[config.mk]
export PLATFORM = sky130hd
export DESIGN_NAME = serial_chunk_adder_flat
export DESIGN_NICKNAME = d
export VERILOG_FILES = /design/src/rtl/serial_chunk_adder_if.sv /design/src/rtl/serial_chunk_adder.sv /design/src/flat_wrapper.sv
export SDC_FILE = /design/constraint.sdc
export NUM_CORES = 1
export LEC_CHECK = 0
export ABC_CLOCK_PERIOD_IN_PS = 2100
export CAP_MARGIN = 20
export CORE_MARGIN = 2
export CORE_UTILIZATION = 45
export DETAILED_ROUTE_END_ITERATION = 8
export DONT_BUFFER_PORTS = 1
export PLACE_DENSITY = 0.72
export SLEW_MARGIN = 20
export SYNTH_ARGS = -nofsm -noshare
export SYNTH_HDL_FRONTEND = slang
export SYNTH_SLANG_ARGS = --single-unit
[constraint.sdc]
create_clock -name clk -period 2.1 [get_ports clk]
set_clock_uncertainty 0.05 [all_clocks]
set_input_delay 0.42 -clock clk [delete_from_list [all_inputs] [get_ports clk]]
set_output_delay 0.42 -clock clk [all_outputs]
set_load 0.01 [all_outputs]
[src/rtl/serial_chunk_adder_if.sv]
`default_nettype none
// ============================================================================
// Module      : serial_chunk_adder_if
// Description : Start/done handshake and operand/result bundle for
//               serial_chunk_adder. The optional subtract request
//               appears when SERIAL_CHUNK_ADDER_SUB_EN is defined.
// Revision    : 1.0 - initial release
// ============================================================================
interface serial_chunk_adder_if #(
  parameter int WIDTH = 8
);
  logic             start;
  logic [WIDTH-1:0] a;
  logic [WIDTH-1:0] b;
  logic             cin;
`ifdef SERIAL_CHUNK_ADDER_SUB_EN
  logic             sub;
`endif
  logic             busy;
  logic             done;
  logic [WIDTH-1:0] sum;
  logic             cout;

  // Requester side: issues operations and observes results
  modport master (
    output start, a, b, cin,
`ifdef SERIAL_CHUNK_ADDER_SUB_EN
    output sub,
`endif
    input  busy, done, sum, cout
  );

  // Adder side: accepts operations and returns results
  modport slave (
    input  start, a, b, cin,
`ifdef SERIAL_CHUNK_ADDER_SUB_EN
    input  sub,
`endif
    output busy, done, sum, cout
  );
endinterface
`default_nettype wire

[src/rtl/serial_chunk_adder.sv]
`default_nettype none
// ============================================================================
// Module      : serial_chunk_adder
// Description : Multi-cycle unsigned adder. Adds two WIDTH-bit operands plus
//               carry-in, CHUNK bits per clock from the LSB upward, and
//               commits sum/cout in one step at the end of the pass.
//               Optional macro SERIAL_CHUNK_ADDER_SUB_EN adds a 'sub' request
//               that computes a-b (cout=1 means no borrow).
// Revision    : 1.0 - initial release
// ============================================================================
module serial_chunk_adder #(
  parameter int WIDTH = 8,
  parameter int CHUNK = 1
) (
  input  logic                 clk,
  input  logic                 rst,
  serial_chunk_adder_if.slave  bus
);

  localparam int N     = WIDTH / CHUNK;
  localparam int CNT_W = (N > 1) ? $clog2(N) : 1;
  localparam logic [CNT_W-1:0] CNT_LAST = CNT_W'(N - 1);

  typedef enum logic [1:0] {
    ST_IDLE = 2'd0,
    ST_RUN  = 2'd1,
    ST_DONE = 2'd2
  } state_t;

  state_t             state_q, state_d;
  logic [WIDTH-1:0]   a_q, a_d;
  logic [WIDTH-1:0]   b_q, b_d;
  logic               carry_q, carry_d;
  logic [WIDTH-1:0]   psum_q, psum_d;
  logic [CNT_W-1:0]   cnt_q, cnt_d;
  logic [WIDTH-1:0]   sum_q, sum_d;
  logic               cout_q, cout_d;
  logic               busy_q, busy_d;
  logic               done_q, done_d;

  logic [CHUNK:0]     chunk_sum;
  logic [WIDTH-1:0]   psum_next;
  logic [WIDTH-1:0]   b_load;
  logic               carry_load;

  // Operand B and initial carry as seen by the datapath (inverted for subtract)
  always_comb begin
`ifdef SERIAL_CHUNK_ADDER_SUB_EN
    b_load     = bus.sub ? ~bus.b : bus.b;
    carry_load = bus.sub ? 1'b1   : bus.cin;
`else
    b_load     = bus.b;
    carry_load = bus.cin;
`endif
  end

  // One chunk of addition and the partial sum with the new chunk shifted in at the top
  always_comb begin
    chunk_sum = {1'b0, a_q[CHUNK-1:0]} + {1'b0, b_q[CHUNK-1:0]}
              + {{CHUNK{1'b0}}, carry_q};
    psum_next = (psum_q >> CHUNK)
              | (WIDTH'(chunk_sum[CHUNK-1:0]) << (WIDTH - CHUNK));
  end

  // Next-state and datapath update; outputs derive from the next state so they are registered
  always_comb begin
    state_d = state_q;
    a_d     = a_q;
    b_d     = b_q;
    carry_d = carry_q;
    psum_d  = psum_q;
    cnt_d   = cnt_q;
    sum_d   = sum_q;
    cout_d  = cout_q;

    case (state_q)
      ST_IDLE, ST_DONE: begin
        if (bus.start) begin
          a_d     = bus.a;
          b_d     = b_load;
          carry_d = carry_load;
          psum_d  = '0;
          cnt_d   = '0;
          state_d = ST_RUN;
        end else begin
          state_d = ST_IDLE;
        end
      end
      ST_RUN: begin
        a_d     = a_q >> CHUNK;
        b_d     = b_q >> CHUNK;
        carry_d = chunk_sum[CHUNK];
        psum_d  = psum_next;
        cnt_d   = cnt_q + 1'b1;
        if (cnt_q == CNT_LAST) begin
          // Result becomes visible only here, in a single step
          sum_d   = psum_next;
          cout_d  = chunk_sum[CHUNK];
          cnt_d   = '0;
          state_d = ST_DONE;
        end
      end
      default: state_d = ST_IDLE;
    endcase

    busy_d = (state_d == ST_RUN);
    done_d = (state_d == ST_DONE);
  end

  // State and datapath registers with asynchronous reset
  always_ff @(posedge clk or posedge rst) begin
    if (rst) begin
      state_q <= ST_IDLE;
      a_q     <= '0;
      b_q     <= '0;
      carry_q <= 1'b0;
      psum_q  <= '0;
      cnt_q   <= '0;
      sum_q   <= '0;
      cout_q  <= 1'b0;
      busy_q  <= 1'b0;
      done_q  <= 1'b0;
    end else begin
      state_q <= state_d;
      a_q     <= a_d;
      b_q     <= b_d;
      carry_q <= carry_d;
      psum_q  <= psum_d;
      cnt_q   <= cnt_d;
      sum_q   <= sum_d;
      cout_q  <= cout_d;
      busy_q  <= busy_d;
      done_q  <= done_d;
    end
  end

  assign bus.busy = busy_q;
  assign bus.done = done_q;
  assign bus.sum  = sum_q;
  assign bus.cout = cout_q;

endmodule
`default_nettype wire

[src/flat_wrapper.sv]
// flat-port wrapper written by rule: the top's interface ports become plain ports
module serial_chunk_adder_flat 
#(
  parameter int WIDTH = 8,
  parameter int CHUNK = 1
)
  (clk, rst, bus_start, bus_a, bus_b, bus_cin, bus_busy, bus_done, bus_sum, bus_cout);
  serial_chunk_adder_if #(.WIDTH(WIDTH)) bus_i ();
  input  logic clk;
  input  logic rst;
  input wire logic [$bits(bus_i.start)-1:0] bus_start;
  input wire logic [$bits(bus_i.a)-1:0] bus_a;
  input wire logic [$bits(bus_i.b)-1:0] bus_b;
  input wire logic [$bits(bus_i.cin)-1:0] bus_cin;
  output wire logic [$bits(bus_i.busy)-1:0] bus_busy;
  output wire logic [$bits(bus_i.done)-1:0] bus_done;
  output wire logic [$bits(bus_i.sum)-1:0] bus_sum;
  output wire logic [$bits(bus_i.cout)-1:0] bus_cout;
  assign bus_i.start = bus_start;
  assign bus_i.a = bus_a;
  assign bus_i.b = bus_b;
  assign bus_i.cin = bus_cin;
  assign bus_busy = bus_i.busy;
  assign bus_done = bus_i.done;
  assign bus_sum = bus_i.sum;
  assign bus_cout = bus_i.cout;
  serial_chunk_adder #(.WIDTH(WIDTH), .CHUNK(CHUNK)) u_core (.clk(clk), .rst(rst), .bus(bus_i));
endmodule
==> results of run 1 <==
-- stage by stage --
stage	worst slack (ps)	area, um2	power, mW
floorplan	490	1760	2.20
global placement	383	1780	2.31
detailed placement	296	1780	2.40
CTS	297	1870	2.90
global route	194	1870	3.11
finish	314	1870	2.87
-- worst min-delay path by stage --
stage | cells after the start | end | slack [ps] | startpoint
floorplan | 1 | u_core.psum_q[1]$_DFFE_PP0P_ | 410 | u_core.psum_q[1]$_DFFE_PP0P_
CTS | 2 | u_core.bus.sum[5]$_DFFE_PP0P_ | 90 | rst
finish | 2 | u_core.bus.sum[5]$_DFFE_PP0P_ | 80 | rst
detailed placement | 2 | u_core.bus.sum[5]$_DFFE_PP0P_ | 420 | rst
global placement | 2 | u_core.bus.done$_DFF_PP0_ | 400 | rst
global route | 2 | u_core.bus.sum[5]$_DFFE_PP0P_ | 130 | rst
-- state kept, by name (all words and copies together), names as in the netlist --
register         count
u_core.psum_q        7
u_core.carry_q       1
u_core.bus.cout      1
u_core.bus.sum       8
u_core.a_q           8
u_core.b_q           8
u_core.state_q       2
u_core.cnt_q         3
u_core.bus.done      1
u_core.bus.busy      1
-- report_power, final --
group          total (mW)  switching (mW)  internal (mW)
Clock               0.500           0.269          0.231
Sequential           1.38           0.266           1.12
Combinational       0.989           0.513          0.477
-- worst max-delay path, stage by stage (launching register included) --
cell                       delay [ps]
sky130_fd_sc_hd__dfrtp_1          400
sky130_fd_sc_hd__ha_1             210
sky130_fd_sc_hd__ha_1             210
sky130_fd_sc_hd__nand3b_1         410
sky130_fd_sc_hd__mux2_2           400
-- metal layers --
layer | up-vias | track usage | share of wire
li1 | 531 | - | -
met2 | 25 | 0.266 | 0.48
met1 | 542 | 0.190 | 0.46
met3 | 4 | 0.0574 | 0.047
met4 | 0 | 0.0612 | 0.014
met5 | - | 0 | 0
-- cell usage in the layout, fill, tap and decap left out --
master | synthesis | routed
sky130_fd_sc_hd__a211oi_1 | 8 | 8
sky130_fd_sc_hd__mux2_2 | 5 | 5
sky130_fd_sc_hd__a21oi_1 | 8 | 8
sky130_fd_sc_hd__nand2b_1 | 2 | 2
sky130_fd_sc_hd__inv_1 | 6 | 6
sky130_fd_sc_hd__a221oi_2 | 1 | 1
sky130_fd_sc_hd__nor2_1 | 9 | 9
sky130_fd_sc_hd__a22o_1 | 11 | 11
sky130_fd_sc_hd__mux2i_1 | 8 | 8
sky130_fd_sc_hd__clkinv_2 | 0 | 2
sky130_fd_sc_hd__dfrtp_1 | 40 | 40
sky130_fd_sc_hd__nor2b_1 | 8 | 8
sky130_fd_sc_hd__clkbuf_8 | 0 | 5
sky130_fd_sc_hd__and2b_1 | 2 | 2
sky130_fd_sc_hd__o21ai_0 | 5 | 5
sky130_fd_sc_hd__mux2_1 | 4 | 4
sky130_fd_sc_hd__clkinv_4 | 0 | 1
sky130_fd_sc_hd__ha_1 | 2 | 2
sky130_fd_sc_hd__nor3_1 | 6 | 6
sky130_fd_sc_hd__nand3b_1 | 1 | 1
sky130_fd_sc_hd__fa_1 | 1 | 1
sky130_fd_sc_hd__o22ai_1 | 6 | 6
sky130_fd_sc_hd__nand2_1 | 3 | 3
sky130_fd_sc_hd__buf_4 | 1 | 3
sky130_fd_sc_hd__nor2_4 | 1 | 1
-- final cells by class --
cell class / instances / area [um2]
Fill cell: 337 / 1850
Sequential cell: 40 / 1000
Multi-Input combinational cell: 91 / 672
Clock buffer: 5 / 68.8
Tap cell: 48 / 60.1
Timing Repair Buffer: 3 / 22.5
Inverter: 6 / 22.5
Clock inverter: 3 / 18.8
-- cell families after synthesis --
logic type | synth area share
mux | 0.103
compound gates | 0.155
flops | 0.567
fa+ha+maj | 0.0255
simple gates | 0.0972
buf+inv | 0.0518
==> insert_results.sql, run 1 <==
INSERT INTO impl_metrics (metric_group, metric, value, unit) VALUES
('finish', 'finish.utilization', '0.502', ''),
('global_route', 'grt-ovfl-total', '0', ''),
('timing', 'worst-slew-pin-transition', '552', 'ps'),
('yosys', 'synth.net_count', '171', ''),
('cts', 'post_cts_hold_buffer_count', '0', ''),
('place', 'finalWeightedCongestion', '0.778', ''),
('cts', 'cts_resized', '0', ''),
('drt', 'drcViolationCount', '0', ''),
('yosys', 'synth_largest_area_cell', 'sky130_fd_sc_hd__dfrtp_1', ''),
('timing', 'timing.fmax', '560', 'MHz'),
('global_route', 'initial_antenna_violation_count', '0', ''),
('run_status', 'outcome', 'completed', ''),
('yosys', 'netlist_instances', '148', ''),
('cts', 'cts.reportedPaths.clkPinSlew', '80', 'ps'),
('timing', 'maxSlewHeadroom', '0.632', ''),
('yosys', 'synth_top_cell_area_share', '0.567', ''),
('worst_setup_path', 'r2r_cells', '4', ''),
('worst_setup_path', 'critical_path_endpoint_category', 'flop', ''),
('cts', 'clk-insertion-delay-late', '290', 'ps'),
('timing', 'timing.final.hold_violations', '0', ''),
('global_route', 'grt_first_pass_wirelength', '5260', 'um'),
('die', 'ioPinCount', '31', ''),
('power_and_ir_drop', 'pwr_density_cell', '1540', 'nW/um2'),
('die', 'floorplan.initialDensity', '0.475', ''),
('yosys', 'syn-cell-area', '1760', 'um2'),
('finish', 'diodes', '0', ''),
('worst_setup_path', 'reg2reg_from', 'u_core.cnt_q[0]$_DFFE_PP0P_', ''),
('worst_setup_path', 'worst_setup_path_startpoint', 'u_core.cnt_q[0]$_DFFE_PP0P_', ''),
('worst_setup_path', 'crit_end', 'u_core.bus.sum[4]$_DFFE_PP0P_', ''),
('job', 'cap_violations', '0', ''),
('die', 'floorplan.die.width', '66.6', 'um'),
('yosys', 'postSynthRegisterBits', '40', ''),
('yosys', 'synth.area.top_cells', 'sky130_fd_sc_hd__dfrtp_1 (57%), sky130_fd_sc_hd__a22o_1 (5.5%), sky130_fd_sc_hd__mux2i_1 (4.5%)', ''),
('yosys', 'yosys.cell_count.top_type', 'sky130_fd_sc_hd__dfrtp_1', ''),
('yosys', 'synth_enable_flop_cells', '0', ''),
('timing', 'report.final.slew_viol_count', '0', ''),
('cts', 'tritoncts.num_buffers', '5', ''),
('place', 'place_hpwl', '2140', 'um'),
('cts', 'htreeDepth', '2', ''),
('min_path', 'hold_path.class', 'input port to async pin', ''),
('drt', 'route.detailed.vias_per_inst', '5.62', ''),
('worst_setup_path', 'worst-r2r-setup-slack', '310', 'ps'),
('yosys', 'synth_commonest_cells', 'sky130_fd_sc_hd__dfrtp_1 (40), sky130_fd_sc_hd__a22o_1 (11), sky130_fd_sc_hd__nor2_1 (9)', ''),
('place', 'placement.io_buffers', '0', ''),
('cts', 'root_buffer', 'sky130_fd_sc_hd__clkbuf_8', ''),
('timing', 'timing.final.setup_violations', '0', ''),
('yosys', 'asyncSetResetFlopFracSynth', '1.00', ''),
('yosys', 'synth-warning-count', '0', ''),
('worst_setup_path', 'regToRegEndpoint', 'u_core.bus.sum[4]$_DFFE_PP0P_', ''),
('die', 'die-area', '4440', 'um2'),
('worst_setup_path', 'worstPathRequired', '2230', 'ps'),
('finish', 'layout-area-overhead-vs-synth', '5.74', '%'),
('global_route', 'vias_in_the_first_global_route', '1178', ''),
('die', 'rows', '22', ''),
('timing', 'period_minus_slack', '1790', 'ps'),
('worst_setup_path', 'timing.setup.critical_path_class', 'flop to flop', ''),
('die', 'core_area', '3720', 'um2'),
('cts', 'tritoncts', 'done', ''),
('power_and_ir_drop', 'ir_worst_vdd', '496', 'uV'),
('finish', 'final_layout_size_suffix_gt1_frac', '0.122', ''),
('place', 'dp.cells', '188', ''),
('finish', 'finalNetCount', '170', ''),
('drt', 'dr.pass1.iters', '4', ''),
('drt', 'drt-initial-drc-count', '64', ''),
('finish', 'instances_no_fill', '196', ''),
('cts', 'clock_tree.buffer_depth', '2', ''),
('timing', 'setup-tns-final', '0', 'ps'),
('drt', 'route.final.wire_length', '3120', 'um'),
('yosys', 'synthFlopType', 'sky130_fd_sc_hd__dfrtp_1', ''),
('cts', 'cts_num_sinks', '40', ''),
('drt', 'via_count', '1102', '');
No activity file was read; power rests on OpenSTA's default activity.
==> inputs of run 2 (changes only) <==
Settings changed: ABC_AREA from default to 1, SETUP_SLACK_MARGIN from default to 0.3.
==> run 2 against run 1 <==
Combinational power rose by 33%. Critical endpoint is now u_core.cnt_q[1]$_DFFE_PP0P_. Synthesized cell count up 53%. First-iteration DRC count rose by 84%. Largest power group unchanged.
==> insert_results.sql, run 2 <==
INSERT INTO impl_metrics (metric_group, metric, value, unit) VALUES
('worst_setup_path', 'worst-endpoint-arrival', '1720', 'ps'),
('finish', 'layout.cells.most_common', 'sky130_fd_sc_hd__nand2_1', ''),
('worst_setup_path', 'worst-r2r-setup-slack', '510', 'ps'),
('finish', 'layout_common_cells', 'sky130_fd_sc_hd__nand2_1 (61), sky130_fd_sc_hd__inv_1 (43), sky130_fd_sc_hd__dfrtp_1 (40), sky130_fd_sc_hd__nand3_1 (29), sky130_fd_sc_hd__o21ai_1 (12)', ''),
('yosys', 'synthesized_area_divided_by_synthesized_cell_count', '8.48', 'um2'),
('worst_setup_path', 'reg2reg_from', 'u_core.state_q[1]$_DFF_PP0_', ''),
('die', 'rows', '23', ''),
('yosys', 'postSynthRegisterBits', '40', ''),
('die', 'ioPinCount', '31', ''),
('timing', 'timing.final.hold_violations', '0', ''),
('global_route', 'global_route.usage.met1', '0.203', ''),
('cts', 'root_buffer', 'sky130_fd_sc_hd__clkbuf_8', ''),
('cts', 'post_cts_hold_buffer_count', '0', ''),
('yosys', 'synth_top_cell_area_share', '0.520', ''),
('die', 'floorplan.initialDensity', '0.475', ''),
('yosys', 'asyncSetResetFlopFracSynth', '1.00', ''),
('drt', 'route.final.wire_length', '3250', 'um'),
('worst_setup_path', 'regToRegEndpoint', 'u_core.cnt_q[1]$_DFFE_PP0P_', ''),
('finish', 'diodes', '0', ''),
('die', 'dieHeight', '69.4', 'um'),
('yosys', 'yosys.cell_count.top_type', 'sky130_fd_sc_hd__nand2_1', ''),
('drt', 'drt-initial-drc-count', '118', ''),
('global_route', 'grt-ovfl-total', '0', ''),
('cts', 'htreeDepth', '2', ''),
('timing', 'maxSlewHeadroom', '0.621', ''),
('yosys', 'synthFlopType', 'sky130_fd_sc_hd__dfrtp_1', ''),
('global_route', 'met2_usage', '0.228', ''),
('timing', 'timing.final.setup_violations', '0', ''),
('global_route', 'global_route.usage.met3', '0.0596', ''),
('global_route', 'initial_antenna_violation_count', '0', ''),
('worst_setup_path', 'r2r_cells', '6', ''),
('drt', 'dr.pass1.iters', '4', ''),
('global_route', 'grt_max_degree', '41', ''),
('power_and_ir_drop', 'cellLeakagePower', '1.12', 'nW'),
('timing', 'report.final.slew_viol_count', '0', ''),
('finish', 'instances_no_fill', '278', ''),
('drt', 'route.detailed.vias_per_inst', '4.88', ''),
('yosys', 'synth.net_count', '250', ''),
('cts', 'cts_num_sinks', '40', ''),
('drt', 'drcViolationCount', '0', ''),
('cts', 'tritoncts.num_buffers', '5', ''),
('yosys', 'netlist_instances', '227', ''),
('cts', 'cts.reportedPaths.clkPinSlew', '80', 'ps'),
('worst_setup_path', 'worstPathRequired', '2230', 'ps'),
('die', 'floorplan.die.width', '69.4', 'um'),
('yosys', 'synth_enable_flop_cells', '0', ''),
('worst_setup_path', 'worst_setup_path_startpoint', 'u_core.state_q[1]$_DFF_PP0_', ''),
('worst_setup_path', 'start_kind', 'flop', ''),
('yosys', 'synth.area.top_cells', 'sky130_fd_sc_hd__dfrtp_1 (52%), sky130_fd_sc_hd__nand2_1 (12%), sky130_fd_sc_hd__inv_1 (8.4%)', ''),
('yosys', 'yosys.cell_types.count', '19', ''),
('die', 'core_area', '4060', 'um2'),
('finish', 'final_layout_size_suffix_gt1_frac', '0.167', ''),
('die', 'die-area', '4820', 'um2'),
('min_path', 'hold_path.class', 'input port to async pin', ''),
('finish', 'layout-area-overhead-vs-synth', '5.26', '%'),
('timing', 'rsz_0062_raised_after_global_routing', 'false', ''),
('drt', 'detail_route.wl_per_cell', '11.7', 'um'),
('run_status', 'outcome', 'completed', ''),
('yosys', 'synth_commonest_cells', 'sky130_fd_sc_hd__nand2_1 (61), sky130_fd_sc_hd__inv_1 (43), sky130_fd_sc_hd__dfrtp_1 (40), sky130_fd_sc_hd__nand3_1 (29), sky130_fd_sc_hd__o21ai_1 (12)', ''),
('global_route', 'grt.total_usage', '0.155', ''),
('place', 'dp.cells', '270', ''),
('cts', 'tritoncts', 'done', ''),
('yosys', 'synth_sequential_area_ratio', '0.520', ''),
('timing', 'worst_hold_slack', '75.6', 'ps'),
('place', 'place_hpwl', '2230', 'um'),
('job', 'cap_violations', '0', ''),
('yosys', 'synth-warning-count', '0', ''),
('worst_setup_path', 'timing.setup.critical_path_class', 'flop to flop', ''),
('power_and_ir_drop', 'pwr_density_cell', '1600', 'nW/um2'),
('worst_setup_path', 'critical_path_endpoint_category', 'flop', ''),
('global_route', 'grt_first_pass_wirelength', '5840', 'um'),
('yosys', 'synth_largest_area_cell', 'sky130_fd_sc_hd__dfrtp_1', ''),
('global_route', 'vias_in_the_first_global_route', '1273', ''),
('place', 'finalWeightedCongestion', '0.782', ''),
('timing', 'period_minus_slack', '1590', 'ps'),
('power_and_ir_drop', 'totalPowerFinal', '3.24', 'mW'),
('drt', 'postRouteAntennaNets', '0', ''),
('cts', 'postCtsSetupBuffers', '0', ''),
('place', 'placement.io_buffers', '0', ''),
('timing', 'timing.fmax', '629', 'MHz'),
('timing', 'timing.final.crit_share', '0.757', ''),
('drt', 'via_count', '1358', ''),
('yosys', 'syn-cell-area', '1930', 'um2'),
('timing', 'worst-slew-pin-transition', '567', 'ps'),
('finish', 'finalNetCount', '250', ''),
('cts', 'clock_tree.buffer_depth', '2', ''),
('cts', 'clk-insertion-delay-late', '300', 'ps'),
('finish', 'finish.utilization', '0.500', ''),
('timing', 'setup-tns-final', '0', 'ps'),
('global_route', 'globalRoute.busiestLayer', 'met2', ''),
('cts', 'cts_resized', '0', ''),
('worst_setup_path', 'timing.critical_path.fanout_max', '25', ''),
('power_and_ir_drop', 'ir_worst_vdd', '496', 'uV');
==> run 2: changes by cell type after synthesis, moves of 8 or more <==
| cell | before | now |
|---|---|---|
| sky130_fd_sc_hd__a211oi_1 | 8 | 0 |
| sky130_fd_sc_hd__a21oi_1 | 8 | 0 |
| sky130_fd_sc_hd__nand2_1 | 3 | 61 |
| sky130_fd_sc_hd__nor2_1 | 9 | 1 |
| sky130_fd_sc_hd__nand3_1 | 0 | 29 |
| sky130_fd_sc_hd__nand2_2 | 0 | 11 |
| sky130_fd_sc_hd__a22o_1 | 11 | 0 |
| sky130_fd_sc_hd__nor2b_1 | 8 | 0 |
| sky130_fd_sc_hd__o21ai_1 | 0 | 12 |
| sky130_fd_sc_hd__mux2i_1 | 8 | 0 |
| sky130_fd_sc_hd__inv_1 | 6 | 43 |
| sky130_fd_sc_hd__o21ai_2 | 0 | 9 |
==> run 2: layout make-up <==
cell class	count	area, um2
repair buffers	2	15.0
clock buffers	6	82.6
clock inverters	2	10.0
fillers	391	2030
flip-flops and latches	40	1000
well taps	50	62.6
multi-input cells	130	671
inverters	48	185
==> run 2: logic make-up after synthesis <==
| group | Yosys count | synth area share |
|---|---|---|
| AND/OR/NAND/NOR | 106 | 0.253 |
| buffers and inverters | 57 | 0.132 |
| flip-flops | 40 | 0.520 |
| AO/OA/AOI/OAI | 21 | 0.0721 |
| adder cells (fa/ha/maj) | 3 | 0.0234 |
==> run 2: how the worst max path moves through the flow <==
stage	endpoint	slack (ps)	cells past startpoint
finish	u_core.cnt_q[1]$_DFFE_PP0P_	510	6
global placement	u_core.bus.cout$_DFFE_PP0P_	560	5
global route	u_core.a_q[3]$_DFFE_PP0P_	360	6
floorplan	u_core.a_q[0]$_DFFE_PP0P_	710	1
CTS	u_core.cnt_q[1]$_DFFE_PP0P_	500	6
detailed placement	u_core.cnt_q[1]$_DFFE_PP0P_	520	6
==> run 2: report_power, final <==
part	internal [mW]	switching, mW	leakage [nW]
sequential	1.14	0.259	0.495
clock	0.262	0.266	0.0510
combinational	0.490	0.826	0.573
==> run 2: critical path: stages, from the launching register on <==
cell and delay [ps]:
sky130_fd_sc_hd__dfrtp_1 420, sky130_fd_sc_hd__inv_2 220, sky130_fd_sc_hd__nand2_4 200, sky130_fd_sc_hd__nand2_4 290, sky130_fd_sc_hd__inv_4 150, sky130_fd_sc_hd__nand2_1 90
sky130_fd_sc_hd__nand2_1 50
==> run 2: metrics by stage <==
step                setup WS, ps  instance area [um2]
floorplan                    712                 1930
global placement             560                 1930
detailed placement           516                 1930
CTS                          505                 2030
global route                 360                 2030
finish                       511                 2030
==> run 2: metal layers <==
layer	share of wire	routed length, um	up-vias
met3	0.057	185	6
li1	-	-	685
met2	0.45	1470	30
met1	0.47	1530	637
met4	0.019	61	0
met5	0	0	-
